## config.mk

```make
export PLATFORM = sky130hd
export DESIGN_NAME = dac_sched_flat
export DESIGN_NICKNAME = d
export VERILOG_FILES = /design/src/rtl/dac_sched_if.sv /design/src/rtl/dac_sched.sv /design/src/flat_wrapper.sv
export SDC_FILE = /design/constraint.sdc
export NUM_CORES = 1
export LEC_CHECK = 0
export ABC_AREA = 1
export BUFFER_PORTS_ARGS = -buffer_cell sky130_fd_sc_hd__buf_2
export CAP_MARGIN = 5
export CORE_MARGIN = 4
export CORE_UTILIZATION = 29
export DETAILED_ROUTE_END_ITERATION = 8
export GPL_TIMING_DRIVEN = 0
export PLACE_DENSITY = 0.62
export SKIP_CTS_REPAIR_TIMING = 1
export SYNTH_ARGS = -nofsm -noshare
export SYNTH_HDL_FRONTEND = slang
export SYNTH_SLANG_ARGS = --single-unit
export TNS_END_PERCENT = 10
```

## constraint.sdc

```tcl
create_clock -name clk -period 2.2 [get_ports clk]
set_input_delay 0.44 -clock clk [delete_from_list [all_inputs] [get_ports clk]]
set_output_delay 0.44 -clock clk [all_outputs]
set_load 0.005 [all_outputs]
```

## src/rtl/dac_sched_if.sv

```systemverilog
// rtl/dac_sched_if.sv - channel request and serial DAC command bus for dac_sched
interface dac_sched_if #(
   parameter int NCH = 4
);
   logic [NCH-1:0]    req;
   logic [12*NCH-1:0] ch_data;
   logic [NCH-1:0]    ack;
   logic [15:0]       dac_din;
   logic              dac_din_vld;
   logic              dac_cs;

   modport master (
      input  req, ch_data, dac_cs,
      output ack, dac_din, dac_din_vld
   );

   modport slave (
      output req, ch_data, dac_cs,
      input  ack, dac_din, dac_din_vld
   );
endinterface

```

## src/rtl/dac_sched.sv

```systemverilog
// rtl/dac_sched.sv - round-robin scheduler feeding channel codes to a serial DAC
// One frame in flight at a time; cs handshake from the serial side closes each frame.
module dac_sched #(
   parameter int NCH = 4,
   parameter int GAP = 8,
   parameter int TMO = 255
) (
   input  logic        clk,
   input  logic        rst_n,
   input  logic        en,
   dac_sched_if.master bus,
   output logic        busy,
   output logic        err_tmo
);
   localparam int CMAX = (TMO > GAP) ? TMO : GAP;
   localparam int CW   = $clog2(CMAX + 1);

   typedef enum logic [2:0] {
      ST_IDLE,
      ST_ISSUE,
      ST_WAIT_START,
      ST_WAIT_DONE,
      ST_GAP
   } state_t;

   state_t        state;
   logic [1:0]    last_grant;
   logic [1:0]    grant;
   logic [CW-1:0] cnt;
   logic [1:0]    rr_idx;
   logic          rr_hit;
   logic [11:0]   rr_code;

   // Descending scan so the smallest offset after last_grant wins; offset NCH wraps to last_grant itself.
   always_comb begin
      rr_idx = last_grant;
      rr_hit = 1'b0;
      for (int i = NCH; i >= 1; i--) begin
         if (bus.req[last_grant + 2'(i)]) begin
            rr_idx = last_grant + 2'(i);
            rr_hit = 1'b1;
         end
      end
   end

   assign rr_code = bus.ch_data[int'(rr_idx) * 12 +: 12];

   always_ff @(posedge clk or negedge rst_n) begin
      if (!rst_n) begin
         state           <= ST_IDLE;
         last_grant      <= 2'd3;
         grant           <= 2'd0;
         cnt             <= '0;
         bus.ack         <= '0;
         bus.dac_din     <= '0;
         bus.dac_din_vld <= 1'b0;
         busy            <= 1'b0;
         err_tmo         <= 1'b0;
      end else begin
         bus.ack         <= '0;
         bus.dac_din_vld <= 1'b0;
         case (state)
            ST_IDLE: begin
               if (en && rr_hit) begin
                  grant           <= rr_idx;
                  last_grant      <= rr_idx;
                  bus.dac_din     <= {rr_idx, 2'b01, rr_code};
                  bus.dac_din_vld <= 1'b1;
                  busy            <= 1'b1;
                  state           <= ST_ISSUE;
               end
            end
            ST_ISSUE: begin
               cnt   <= '0;
               state <= ST_WAIT_START;
            end
            ST_WAIT_START: begin
               if (!bus.dac_cs) begin
                  cnt   <= '0;
                  state <= ST_WAIT_DONE;
               end else if (cnt == CW'(TMO - 1)) begin
                  err_tmo <= 1'b1;
                  cnt     <= '0;
                  state   <= ST_GAP;
               end else begin
                  cnt <= cnt + CW'(1);
               end
            end
            ST_WAIT_DONE: begin
               if (bus.dac_cs) begin
                  bus.ack <= NCH'(1) << grant;
                  cnt     <= '0;
                  state   <= ST_GAP;
               end
            end
            ST_GAP: begin
               if (cnt == CW'(GAP - 1)) begin
                  cnt   <= '0;
                  busy  <= 1'b0;
                  state <= ST_IDLE;
               end else begin
                  cnt <= cnt + CW'(1);
               end
            end
            default: begin
               busy  <= 1'b0;
               state <= ST_IDLE;
            end
         endcase
      end
   end
endmodule

```

## src/flat_wrapper.sv

```systemverilog
// flat-port wrapper written by rule: the top's interface ports become plain ports
module dac_sched_flat 
#(
   parameter int NCH = 4,
   parameter int GAP = 8,
   parameter int TMO = 255
)
  (clk, rst_n, en, busy, err_tmo, bus_req, bus_ch_data, bus_dac_cs, bus_ack, bus_dac_din, bus_dac_din_vld);
  dac_sched_if #(.NCH(NCH)) bus_i ();
  input  logic clk;
  input  logic rst_n;
  input  logic en;
  output logic busy;
  output logic err_tmo;
  input wire logic [$bits(bus_i.req)-1:0] bus_req;
  input wire logic [$bits(bus_i.ch_data)-1:0] bus_ch_data;
  input wire logic [$bits(bus_i.dac_cs)-1:0] bus_dac_cs;
  output wire logic [$bits(bus_i.ack)-1:0] bus_ack;
  output wire logic [$bits(bus_i.dac_din)-1:0] bus_dac_din;
  output wire logic [$bits(bus_i.dac_din_vld)-1:0] bus_dac_din_vld;
  assign bus_i.req = bus_req;
  assign bus_i.ch_data = bus_ch_data;
  assign bus_i.dac_cs = bus_dac_cs;
  assign bus_ack = bus_i.ack;
  assign bus_dac_din = bus_i.dac_din;
  assign bus_dac_din_vld = bus_i.dac_din_vld;
  dac_sched #(.NCH(NCH), .GAP(GAP), .TMO(TMO)) u_core (.clk(clk), .rst_n(rst_n), .en(en), .bus(bus_i), .busy(busy), .err_tmo(err_tmo));
endmodule
```

==> reports/results.tsv, run 1 <==
stage	metric	value	unit
pwr	combPwrFrac	63.9	%
layout	final_layout_size_suffix_gt1_share	25.3	%
cts	clkLatencyLatePin	290	ps
sta	worst_slew_pin_slew	752	ps
setup_path	crit_arrival	2140	ps
setup_path	rr_endpoint	u_core.bus.dac_din[10]	
sta	setup_tns	0	ps
pwr	p_seq_share	25.0	%
setup_path	cp_slowest_cell	dfstp_2	
pwr	max-vdd-ir-drop	492	uV
layout	final_common_cell	nand2_1	
cts	clk_pin_slew_worst_paths	70	ps
setup_path	rr_worst_depth	13	
die	num_rows	32	
layout	stdcell_count	548	
route	drt-total-wl	6180	um
cts	cts_buffer_depth	2	
sta	worst_slack	244	ps
pwr	clkPwrFrac	11.1	%
yosys	synthesis.nets	419	
global_routing	grt_pass1_wl	10500	um
route	vias	2408	
yosys	synth_top_area_share	34.8	%
sta	period_share	88.9	%
layout	antenna_cells	0	
setup_path	cp_common_cell	nand2_1	
cts	htreeDepth	2	
global_routing	grt-ovfl-total	0	
layout	syn_to_final_growth	25.2	%
cts	cts_tree	done	
route	wl_per_cell	11.3	um
pwr	power.density	1380	nW/um^2
setup_path	endpoint_kind	register	
setup_path	cp_max_fo	10	
global_routing	antenna_found_initial	0	
setup_path	required	2380	ps
place	place_inst	540	
setup_path	cp-start-kind	register	
yosys	synth_area_leaders	dfrtp_1 (35%), nand2_1 (19%), nand3_1 (12%)	
die	dieHeight	98.5	um
route	drt_iter0_markers	133	
die	start_util	30.2	%
yosys	syn_area	2370	sq um
route	drtAntennaViolNets	0	
place	place_ws	276	ps
flow_run	cap_viol_max_count	0	
sta	setup_viol	0	
yosys	yosysTopAreaCell	dfrtp_1	
place	gp_routability_congestion	0.858	
cts	cts_buffers	5	
layout	layout.nets	503	
sta	hold_viol	0	
die	io_pins	79	
yosys	ys_ff_latch	35	
place	portBuffers	77	
run_status	outcome	finished, final reports clean	
pwr	p_leak	1.78	nW
sta	skew	6.36	ps
pwr	p_sw	0.00202	W
setup_path	r2r_slack	240	ps
worst_hold_path	hold_class	primary input to async pin	
die	fp.dieW	98.5	um
setup_path	path_class	register to register	
pwr	p_int	0.00207	W
sta	max_slew_margin	49.9	%
route	dr.pass1.iters	4	
yosys	yosysUniqueCellTypes	30	
pwr	switching_share	49.3	%
yosys	syn_inst	361	
global_routing	grt_pass1_vias	2378	
yosys	yosysWarnings	0	
sta	drv_slew	0	
yosys	synth-seq-area-share	37.0	%
route	drc	0	
global_routing	grt_max_degree	36	
cts	clock-root-buffer	clkbuf_8	
global_routing	track_usage	12.9	%
die	core	7850	sq um
place	dpl.hpwl	5070	um
sta	rsz0062_at_grt	false	
setup_path	critical_path.cell_chain	buf_6 -> nand2_1 -> nand3_1 -> nand2_2 -> inv_2 -> nand2_2 -> nand3_4 -> buf_2 -> nand3_1 -> nand3_1 -> nand2_1 -> nand2_1 -> nand2_1	
yosys	synth_edf_count	0	
yosys	synth_area_per_cell	6.57	sq um
sta	fin_crit	1960	ps
yosys	synthFlopType	dfrtp_1	
sta	fmax	0.511	GHz
setup_path	max_stage_delay	570	ps
cts	clock_sinks	35	
yosys	postSynth.asyncResetShare	100	%
die	die_area	9700	sq um
setup_path	worstReg2RegStart	u_core.last_grant[0]	
route	vias_per_cell	4.39	
layout	final_cell_mix	nand2_1 (117), buf_2 (83), inv_1 (75)	
-- layer usage --
layer	vias to the layer above	wire (um)	global-route usage (%)	share of wire, %
met5	-	0	0	0
met4	0	69	3.78	1.1
met3	9	387	2.90	6.3
met2	73	2800	21.2	45
met1	1048	2920	17.1	47
li1	1278	-	-	-
-- power groups by stage --
stage	registers (W)	logic (W)	clock network, W
5_1_grt	0.00105	0.00297	0.000493
2_1_floorplan	0.00102	0.00191	0
4_1_cts	0.00103	0.00263	0.000460
3_5_place_dp	0.00103	0.00262	0
3_3_place_gp	0.00103	0.00256	0
6_report	0.00102	0.00261	0.000452
-- area by class of cell --
class / instances / area, sq um
Inverter: 78 / 293
Clock buffer: 6 / 72.6
Sequential cell: 35 / 878
Clock inverter: 2 / 12.5
Timing Repair Buffer: 77 / 385
Multi-Input combinational cell: 235 / 1110
Buffer: 13 / 93.8
Tap cell: 102 / 128
Fill cell: 872 / 4880
-- cells in the mapped netlist, types with 2 or more instances --
library cell and instances:
a31oi_1 2, dfrtp_1 33, nor3_1 4, nand3_4 2, nor2_1 10, inv_1 75, nand4_1 3, nand2_4 2
nor4_1 4, buf_4 4, inv_2 3, nand2_1 117, buf_2 6, a21oi_1 6, ha_1 2, nand3_1 57
buf_6 3, o21ai_0 11, dfstp_2 2, nand2_2 5
-- stage by stage --
step                      hold WS, ps  instance area [sq um]  total power (W)  utilization (%)
after floorplan                   144                   2370          0.00293                -
after global placement            446                   2890          0.00359             36.8
after detailed placement          446                   2890          0.00365             36.8
after CTS                         243                   2970          0.00411             37.9
after global routing              283                   2970          0.00452             37.9
final                             221                   2970          0.00409             37.9
-- sequential cells by signal (all words and copies together), names as in the netlist --
register                cells
u_core.bus.ack              4
u_core.bus.dac_din         13
u_core.bus.dac_din_vld      1
u_core.busy                 1
u_core.cnt                  8
u_core.err_tmo              1
u_core.grant                2
u_core.last_grant           2
u_core.state                3
-- worst max-delay path, delay by kind of cell (launching register included) --
family	cells	cell delay (ps)
flip-flops	1	570
buffers and inverters	3	420
AND/OR/NAND/NOR	10	840
-- how the worst max path moves through the flow --
stage | from | to
3_5_place_dp | u_core.last_grant[0] | u_core.bus.dac_din[12]
6_report | u_core.last_grant[0] | u_core.bus.dac_din[10]
3_3_place_gp | u_core.last_grant[0] | u_core.bus.dac_din[12]
4_1_cts | u_core.last_grant[0] | u_core.bus.dac_din[12]
2_1_floorplan | u_core.last_grant[0] | u_core.bus.dac_din[12]
5_1_grt | u_core.last_grant[0] | u_core.bus.dac_din[3]
-- cell families after synthesis --
group	count (synthesis)	synth area share [%]
buf+inv	91	16.3
xor+xnor	1	0.369
fa+ha+maj	2	1.05
flops	35	37.0
simple gates	206	39.1
compound gates	25	6.01
other cells	1	0.158
Power figures use the tool's default switching activity.
==> run 2: changes to the inputs <==
--- a/config.mk
+++ b/config.mk
@@ -8,11 +8,11 @@
 export ABC_AREA = 1
 export BUFFER_PORTS_ARGS = -buffer_cell sky130_fd_sc_hd__buf_2
 export CAP_MARGIN = 5
-export CORE_MARGIN = 4
 export CORE_UTILIZATION = 29
 export DETAILED_ROUTE_END_ITERATION = 8
 export GPL_TIMING_DRIVEN = 0
 export PLACE_DENSITY = 0.62
+export RECOVER_POWER = 25
 export SKIP_CTS_REPAIR_TIMING = 1
 export SYNTH_ARGS = -nofsm -noshare
 export SYNTH_HDL_FRONTEND = slang
==> run 2 against run 1 <==
Effect of this change: the run now ends with capacitance limit, slew limit left; register-to-register slack better by 30 ps; setup slack better by 25 ps; flip-flop and latch count stayed put; clock power is 15% higher; via count is 1.2% lower; non-clock buffer count stayed put; core utilization is 0.42 points higher; cell count stayed put; clock skew is 0.90 ps lower; global-route usage is 1.5 points higher; maximum frequency is 1.3% higher; count of clock-buffer cells in the layout is 1 higher.
==> reports/results.tsv, run 2 (synthesis results as in run 1) <==
stage	metric	value	unit	change
global_routing	grt_pass1_wl	9970	um	-4.9%
route	drc	0		unchanged
pwr	p_leak	1.79	nW	+0.37%
place	portBuffers	77		unchanged
sta	hold_viol	0		unchanged
pwr	total_power	0.00412	W	+0.87%
sta	worst_slack	269	ps	+25.0 ps
global_routing	grt-ovfl-total	0		unchanged
sta	setup_viol	0		unchanged
sta	fin_crit	1930	ps	-25.0 ps
setup_path	crit_arrival	2120	ps	-20 ps
run_status	outcome	complete, but fails checks		
setup_path	cp_top_family	simple AND/OR/NAND/NOR gates		
layout	design_area	2990	sq um	+0.59%
global_routing	antenna_found_initial	0		unchanged
sta	skew	5.46	ps	-0.897 ps
route	vias_per_cell	4.34		-1.2%
worst_hold_path	hold_class	register to register		
place	dpl.hpwl	4720	um	-6.9%
layout	antenna_cells	0		unchanged
route	wl_per_cell	10.7	um	-5.3%
route	drt-total-wl	5860	um	-5.3%
sta	whs	462	ps	+241 ps
sta	setup_tns	0	ps	unchanged
setup_path	required	2390	ps	about the same
place	place_ws	297	ps	+21.1 ps
die	die_area	8550	sq um	-12%
setup_path	cp_max_fo	10		unchanged
setup_path	rr_worst_depth	13		unchanged
setup_path	critical_path.cell_chain	buf_6 -> nand2_1 -> nand2_1 -> nand2_2 -> nand2_4 -> nand3_1 -> nand2_1 -> inv_1 -> buf_4 -> nand3_1 -> nand2_1 -> nand2_1 -> nand2_1		
route	vias	2378		-1.2%
die	fp.dieW	92.5	um	-6.1%
layout	multi_input_area	1110	sq um	unchanged
sta	drv_slew	36		+36
run_status	violations	capacitance limit, slew limit		
layout	top_register	u_core.bus.dac_din		
route	drtAntennaViolNets	0		unchanged
global_routing	grt_max_degree	36		unchanged
setup_path	crit_cells	13		unchanged
global_routing	use_met3	3.28	%	+0.38 points
die	core	7810	sq um	-0.51%
setup_path	path_class	register to register		
setup_path	endpoint_kind	register		
layout	largest_reg_flops	13		unchanged
place	dpl-instance-area	2890	sq um	unchanged
cts	clock-root-buffer	clkbuf_8		
place	gp_routability_congestion	0.898		+4.7%
layout	layout.nets	503		unchanged
layout	final_layout_size_suffix_gt1_share	25.3	%	unchanged
cts	htreeDepth	2		unchanged
sta	rsz0062_at_grt	false		
sta	fmax	0.518	GHz	+1.3%
sta	max_slew_margin	-21.6	%	-71 points
layout	n_fill_cell	855		-1.9%
sta	worst_slew_pin_slew	1820	ps	+1070 ps
setup_path	cp_slowest_cell	dfstp_2		
global_routing	met2_usage	22.6	%	+1.4 points
sta	period_share	87.8	%	-1.1 points
global_routing	met1_usage	19.8	%	+2.7 points
cts	clk_pin_slew_worst_paths	70	ps	about the same
die	io_pins	79		unchanged
cts	clock_sinks	35		unchanged
setup_path	max_stage_delay	570	ps	about the same
global_routing	grt_pass1_vias	2262		-4.9%
route	drt_iter0_markers	143		+7.5%
die	dieHeight	92.5	um	-6.1%
die	num_rows	32		unchanged
pwr	max-vdd-ir-drop	693	uV	+41%
layout	regArea	878	sq um	unchanged
cts	cts_tree	done		
setup_path	cp_common_cell	nand2_1		
die	start_util	30.4	%	+0.16 points
cts	clkLatencyLatePin	290	ps	about the same
layout	reg.largest.list	u_core.bus.dac_din: 13 flops, u_core.cnt: 8 flops, u_core.bus.ack: 4 flops		
cts	cts_buffer_depth	2		unchanged
pwr	power.density	1380	nW/um^2	+0.27%
setup_path	cp-start-kind	register		
route	dr.pass1.iters	4		unchanged
flow_run	cap_viol_max_count	1		+1
layout	final_common_cell	nand2_1		
layout	syn_to_final_growth	25.9	%	
global_routing	track_usage	14.4	%	+1.5 points
global_routing	busiest_layer	met2		
layout	final_cell_mix	nand2_1 (117), buf_2 (82), inv_1 (75)		
setup_path	worst-path-buf-inv	3		unchanged
cts	cts_buffers	5		unchanged
worst_hold_path	hold_depth	2		
[run 2: cell types whose count changed in the layout (fill, tap and decap cells not counted), sizes merged]
cell,previous run,this run
buf,90,89
clkinv,1,0
clkbuf,6,8
[run 2: layer usage]
metal	routed length, um	share of wire, %
met1	2900	50
met2	2600	44
met3	302	5.2
met4	54	0.92
met5	0	0
[run 2: through the flow]
| stage | util [%] | std cells |
|---|---|---|
| 5_1_grt | 38.3 | 548 |
| 3_3_place_gp | 37.0 | 540 |
| 4_1_cts | 38.3 | 548 |
| 6_report | 38.3 | 548 |
| 3_5_place_dp | 37.0 | 540 |
| 2_1_floorplan | - | 361 |
[run 2: tightest hold or removal path, stage by stage, from the launching register on]
cell and delay [ps]:
dfrtp_1 340, inv_1 40, o31ai_1 50
[run 2: final timing paths]
path | start | endpoint | slack [ps]
setup / recovery | u_core.last_grant[0] | u_core.bus.dac_din[10] | 270
hold / removal | u_core.err_tmo | u_core.err_tmo | 460
setup reg to reg | u_core.last_grant[0] | u_core.bus.dac_din[10] | 270
hold reg to reg | u_core.err_tmo | u_core.err_tmo | 460
max in group asynchronous | rst_n | u_core.bus.dac_din_vld | 510
min in group asynchronous | rst_n | u_core.bus.ack[3] | 640
[run 2: cell type report]
| type | instances | share of cell area [%] |
|---|---|---|
| clock buffers | 7 | 3.22 |
| multi-input cells | 235 | 37.1 |
| well taps | 102 | 4.27 |
| clock inverters | 1 | 0.251 |
| inverters | 78 | 9.79 |
| flip-flops and latches | 35 | 29.4 |
| plain buffers | 13 | 3.14 |
| repair buffers | 77 | 12.9 |
[run 2: where the power goes]
part,internal (W),switching (W),total (W)
Clock,0.000285,0.000233,0.000518
Combinational,0.000975,0.00161,0.00259
Sequential,0.000874,0.000143,0.00102
Total,0.00213,0.00199,0.00412
